--- src/rtl/pipelined_add_sub.sv ---
// rtl/pipelined_add_sub.sv - pipelined N-bit adder/subtractor with valid/ready handshakes
//
// Purpose: splits an N-bit ripple add/subtract into STAGES registered chunks of
// CHUNK = N/STAGES bits, so each cycle only ripples through one chunk.
// A result appears STAGES cycles after its operands are accepted.
//
// Ports:
//   clk        rising-edge clock
//   rst_n      asynchronous active-low reset
//   in_valid   operands and mode valid this cycle
//   in_ready   block accepts operands this cycle (low only while the output is stalled)
//   num1       operand A
//   num2       operand B
//   sub        0: A+B, 1: A-B (latched with the operands)
//   out_valid  result valid
//   out_ready  downstream accepts result
//   sum        result modulo 2^N
//   cout       carry out of bit N-1 (for subtraction, 1 = no borrow)
//   ovf        signed two's-complement overflow

module pipelined_add_sub #(
    parameter int N      = 16,
    parameter int STAGES = 4
) (
    input  logic         clk,
    input  logic         rst_n,
    input  logic         in_valid,
    output logic         in_ready,
    input  logic [N-1:0] num1,
    input  logic [N-1:0] num2,
    input  logic         sub,
    output logic         out_valid,
    input  logic         out_ready,
    output logic [N-1:0] sum,
    output logic         cout,
    output logic         ovf
);

    localparam int CHUNK = N / STAGES;

    generate
        if (N < 2 || STAGES < 1 || STAGES > N || (N % STAGES) != 0) begin : g_bad_params
            $error("pipelined_add_sub: need N >= 2, 1 <= STAGES <= N and N divisible by STAGES");
        end
    endgenerate

    // Per-stage registers. Stage k holds the operands (A and the already
    // inverted B'), the sum chunks finished so far and the carry out of chunk k.
    logic [STAGES-1:0]        v_r;
    logic [STAGES-1:0]        c_r;
    logic [STAGES-1:0][N-1:0] a_r;
    logic [STAGES-1:0][N-1:0] b_r;
    logic [STAGES-1:0][N-1:0] s_r;

    // What each stage sees at its input: stage 0 from the ports, stage k from stage k-1.
    logic [STAGES-1:0]        v_src;
    logic [STAGES-1:0]        c_src;
    logic [STAGES-1:0][N-1:0] a_src;
    logic [STAGES-1:0][N-1:0] b_src;
    logic [STAGES-1:0][N-1:0] s_src;
    logic [STAGES-1:0][N-1:0] s_nx;
    logic [STAGES-1:0]        c_nx;
    logic [CHUNK:0]           part;

    logic stall;

    // Global stall: the whole pipe freezes while the head result waits, so
    // bubbles are never squeezed out and nothing is dropped or duplicated.
    assign stall    = out_valid && !out_ready;
    assign in_ready = !stall;

    always_comb begin
        // Subtraction is A + ~B + 1: the +1 enters as the stage-0 carry-in.
        v_src[0] = in_valid;
        a_src[0] = num1;
        b_src[0] = sub ? ~num2 : num2;
        s_src[0] = '0;
        c_src[0] = sub;
        for (int k = 1; k < STAGES; k++) begin
            v_src[k] = v_r[k-1];
            a_src[k] = a_r[k-1];
            b_src[k] = b_r[k-1];
            s_src[k] = s_r[k-1];
            c_src[k] = c_r[k-1];
        end

        part = '0;
        s_nx = s_src;
        c_nx = '0;
        for (int k = 0; k < STAGES; k++) begin
            part = {1'b0, a_src[k][k*CHUNK +: CHUNK]}
                 + {1'b0, b_src[k][k*CHUNK +: CHUNK]}
                 + {{CHUNK{1'b0}}, c_src[k]};
            s_nx[k][k*CHUNK +: CHUNK] = part[CHUNK-1:0];
            c_nx[k]                   = part[CHUNK];
        end
    end

    // Data registers only load behind a valid beat, so the output fields keep
    // their last result while out_valid is low.
    always_ff @(posedge clk or negedge rst_n) begin
        if (!rst_n) begin
            v_r <= '0;
            c_r <= '0;
            a_r <= '0;
            b_r <= '0;
            s_r <= '0;
        end else if (!stall) begin
            for (int k = 0; k < STAGES; k++) begin
                v_r[k] <= v_src[k];
                if (v_src[k]) begin
                    a_r[k] <= a_src[k];
                    b_r[k] <= b_src[k];
                    s_r[k] <= s_nx[k];
                    c_r[k] <= c_nx[k];
                end
            end
        end
    end

    assign out_valid = v_r[STAGES-1];
    assign sum       = s_r[STAGES-1];
    assign cout      = c_r[STAGES-1];
    // Overflow when both addends share a sign that the result does not.
    assign ovf       = (a_r[STAGES-1][N-1] == b_r[STAGES-1][N-1]) &&
                       (s_r[STAGES-1][N-1] != a_r[STAGES-1][N-1]);

endmodule

--- config.mk ---
export PLATFORM = sky130hd
export DESIGN_NAME = pipelined_add_sub
export DESIGN_NICKNAME = d
export VERILOG_FILES = /design/src/rtl/pipelined_add_sub.sv
export SDC_FILE = /design/constraint.sdc
export NUM_CORES = 1
export LEC_CHECK = 0
export ABC_AREA = 1
export BUFFER_PORTS_ARGS = -buffer_cell sky130_fd_sc_hd__buf_2
export CAP_MARGIN = 40
export CELL_PAD_IN_SITES_DETAIL_PLACEMENT = 1
export CELL_PAD_IN_SITES_GLOBAL_PLACEMENT = 1
export CORE_MARGIN = 2
export CORE_UTILIZATION = 44
export DETAILED_ROUTE_END_ITERATION = 8
export GPL_ROUTABILITY_DRIVEN = 0
export PLACE_DENSITY_LB_ADDON = 0.25
export SYNTH_ARGS = -nofsm -noshare
export SYNTH_HDL_FRONTEND = slang
export SYNTH_SLANG_ARGS = --single-unit
--- constraint.sdc ---
create_clock -name clk -period 2.2 [get_ports clk]
set_input_delay 0.33 -clock clk [delete_from_list [all_inputs] [get_ports clk]]
set_output_delay 0.33 -clock clk [all_outputs]
set_load 0.005 [all_outputs]
======== Yosys cells after proc, flatten, opt, wreduce, memory -nomap -nowiden ========
Index checks and enable logic that the tools add are counted.
storage, ports and cells
  input bits .............................. 37
  flip-flop bits (word level) ............. 176
  output and inout port bits .............. 20
  logic and storage cells ................. 38
cells by class
  reductions and logical operators ........ 8
  equal/unequal tests ..................... 2
  add/subtract/negate cells ............... 8
  muxes and demuxes ....................... 1
  bitwise operators ....................... 2
operators with widths
  cell                   number
  adder 4 x 4 -> 5 bit   4
  adder 5 x 1 -> 5 bit   4
  2-to-1 mux 16 bit      1
  NOT 16 bit             1
  AND reduction 2 bit    4
  logical AND 1 bit      2
  logical NOT 1 bit      2
  equality test 1 bit    1
  inequality test 1 bit  1
  NOT 1 bit              1

======== Logic depth before layout (Yosys ltp) ========
  word-level depth ........................ 4
  depth in mapped cells ................... 11
  mapped depth without buffers ............ 9

======== Worst setup path before layout ========
No wires, ideal clock.
  path kind ............................... flip-flop to flip-flop
  start point ............................. register c_r[0]
  end point ............................... register s_r, in the netlist s_nx[38]
  period minus slack after synthesis ...... 1.737 ns
  arrival time ............................ 1.616 ns
  required time ........................... 2.079 ns
  stages on the path, launching flop included .. 6
  path slack .............................. 0.463 ns
  library setup time ...................... 0.121 ns
  buffers on the path ..................... 0
  cells stage by stage .................... dfrtp_1 > fa_1 > fa_1 > or2_2 > nand3_1 > o21ai_1
between the ends
  longest elaborated chain between the ends .. 1
ends and longest elaborated chain
  item                               RTL line  source
  from (decl)                        50        logic [STAGES-1:0] c_r;
  from (signal, indexed assignment)  115       c_r[k] <= c_nx[k];
  adder 5 x 1 -> 5 bit               93        + {{CHUNK{1'b0}}, c_src[k]};
  to (signal, indexed assignment)    114       s_r[k] <= s_nx[k];
  to (decl)                          53        logic [STAGES-1:0][N-1:0] s_r;
No other way between the ends.
A chain may end at the register's enable or synchronous reset.

======== Worst setup path after layout ========
  start point ............................. register c_r[2]
  end point ............................... register c_r[3]
between the ends
  longest elaborated chain between the ends .. 1
ends and longest elaborated chain
  item                  RTL line
  adder 5 x 1 -> 5 bit  93
No other way between the ends.

==> flow_summary.ini <==
[pwr]
power.net_switching_mw = 2.26
p_int_mw = 3.83
vdd_ir_drop_max_mv = 0.404
finalPower_mw = 6.09
power_leakage_nw = 2.53
comb_power_share = 0.357
seq_power_share = 0.472
power.density_nw_per_um2 = 1240
switching_share = 0.372
power_frac_clock = 0.171

[final_layout]
area_delta_synth_final_pct = 13.2
final_common_cell = nand2_1
drive_gt1_frac = 0.156
design_area_um2 = 4900
final_cells = 658
antenna_cells = 0
final_cell_mix = nand2_1, dfrtp_1, buf_2
fillers = 1188
nNetsFinal = 577
final_util = 0.508

[yosys]
yosysWarnings = 0
synth-xor-area-share = 0.0385
synth.distinct_cells = 22
synth_compound_area_frac = 0.0821
avgSynthCellArea_um2 = 9.24
syn_area_um2 = 4330
synth_top_family_by_area = simple AND/OR/NAND/NOR gates
synthAdderAreaFrac = 0.0671
synth_area_leaders = dfrtp_1, nand2_1, o21ai_0
synth_nets = 524
ys_ff_latch = 98
synth-seq-area-share = 0.567
synthMuxAreaShare = 0
synthCells = 468
yosys.area_share.simple = 0.184
yosys.area.top_type = dfrtp_1
yosysTopAreaCellShare = 0.567

[worst_setup_path]
required_ps = 2460
critPathArrivalTime_ps = 2120
cp-start-kind = register
worst_r2r_path_depth = 6
end_kind = register
worstSetupPathType = reg2reg
crit_path_max_fanout = 2

[flow_run]
max_cap_violations = 0

[grt]
overflow = 0
antenna_found_initial = 0
grt_pass1_vias = 3184
grt_max_degree = 56
grtUsageTotal = 0.184
grt_pass1_wl_um = 15000

[clock_network]
postCtsSetupBuffers = 0
cts_tree = done
ctsResizeCount = 0
h-tree-depth = 3
cts_inserted_buffers = 9
cts_hold_buffers = 0
cts_sinks = 98
clk_latency_ps = 360
clkTransAtPathRegs_ps = 90
ctsRootBufferMaster = clkbuf_8
cts_buffer_depth = 2

[routing]
dr.pass1.iters = 4
ant_nets = 0
totalWireLength_um = 8560
via_per_inst = 4.65
wl_per_cell_um = 13.0
drt_iter0_markers = 100
vias = 3061
route.detailed.drc = 0

[place]
pre_cts_slack_ps = 121
dpl.cell_count = 643
port_buffers = 56
place_hpwl_um = 6330
dpl_cell_area_um2 = 4720

[sta]
finalClockSkew_ps = 8.72
finalSetupViolations = 0
slew_violations = 0
fmax_ghz = 0.537
hold_ws_ps = -3.29
finalSetupTns_ps = 0
relSlewSlack = 0.529
fin_ws_ps = 337
finalCritPeriodShare = 0.847
rsz0062_at_grt = no
finalHoldViolations = 1
fin_crit_ps = 1860
worstMarginPinSlew_ps = 706

[die]
coreArea_um2 = 9640
start_util = 0.449
die_y_um = 103
die_area_um2 = 10600
die_w_um = 103
rows = 36
ios = 57

[worst_hold_path]
hp-class = in2async

[run_status]
violations = negative hold slack
status = finished, violations left
[critical path: stages (launching register included)]
cell and delay [ps]:
dfrtp_1 410, fa_1 470, fa_1 420, a21oi_1 200, nor2_1 60, nor3_1 130, nor2_1 60
[routing by layer]
layer | vias to the layer above | GRT usage | share of wire
li1 | 1560 | - | -
met1 | 1436 | 0.249 | 0.48
met2 | 55 | 0.294 | 0.47
met3 | 10 | 0.0454 | 0.036
met4 | 0 | 0.0577 | 0.014
met5 | - | 0 | 0
[cell usage after synthesis]
master    number
nor3_1         3
buf_4          5
buf_6          1
fa_1           7
o21ai_1       11
nor2_4         2
xnor2_1       13
nor2_2         2
nor2_1        11
inv_1         39
inv_2          2
ha_1          12
or2_2          1
a21oi_1        9
dfrtp_1       98
o21ai_0       51
nand3_1       11
nand2_1      169
buf_2         10
xor2_1         6
nand3b_1       1
clkbuf_1       4
[cell type report]
class / count / area, µm² / share of cell area
Inverter: 41 / 154 / 0.0314
Timing Repair Buffer: 62 / 340 / 0.0695
Clock buffer: 13 / 159 / 0.0325
Clock inverter: 2 / 12.5 / 0.00256
Sequential cell: 98 / 2450 / 0.501
Tap cell: 133 / 166 / 0.0340
Multi-Input combinational cell: 309 / 1610 / 0.329
[sequential cells by signal, summed over array words and instances, names as in the netlist]
| register | count |
|---|---|
| c_r | 4 |
| b_r | 25 |
| s_nx | 24 |
| a_r | 25 |
| v_r | 4 |
| sum | 16 |
[cells by family (layout without fill, tap and decap cells)]
logic type      after synthesis  after routing
compound gates               71             71
fa+ha+maj                    19             19
buf+inv                      61            118
simple gates                200            200
flops                        98             98
xor+xnor                     19             19
[power by group through the flow]
| stage | Sequential [mW] | Clock (mW) | Combinational [mW] |
|---|---|---|---|
| 2_1_floorplan | 2.85 | 0 | 1.55 |
| 3_3_place_gp | 2.89 | 0 | 2.09 |
| 3_5_place_dp | 2.92 | 0 | 2.20 |
| 4_1_cts | 2.89 | 1.09 | 2.23 |
| 5_1_grt | 2.98 | 1.15 | 2.58 |
| 6_report | 2.88 | 1.04 | 2.18 |
[worst paths after layout]
kind,slack [ps],startpoint,to
setup / recovery,340,c_r[2]$_DFFE_PN0P_,c_r[3]$_DFFE_PN0P_
hold / removal,-3,rst_n,sum[2]$_DFFE_PN0P_
setup reg to reg,340,c_r[2]$_DFFE_PN0P_,c_r[3]$_DFFE_PN0P_
hold reg to reg,470,sum[13]$_DFFE_PN0P_,sum[13]$_DFFE_PN0P_
max in group asynchronous,1520,rst_n,s_nx[50]$_DFFE_PN0P_
min in group clk,170,num1[8],a_r[8]$_DFFE_PN0P_
(Power assumes the default switching activity.)
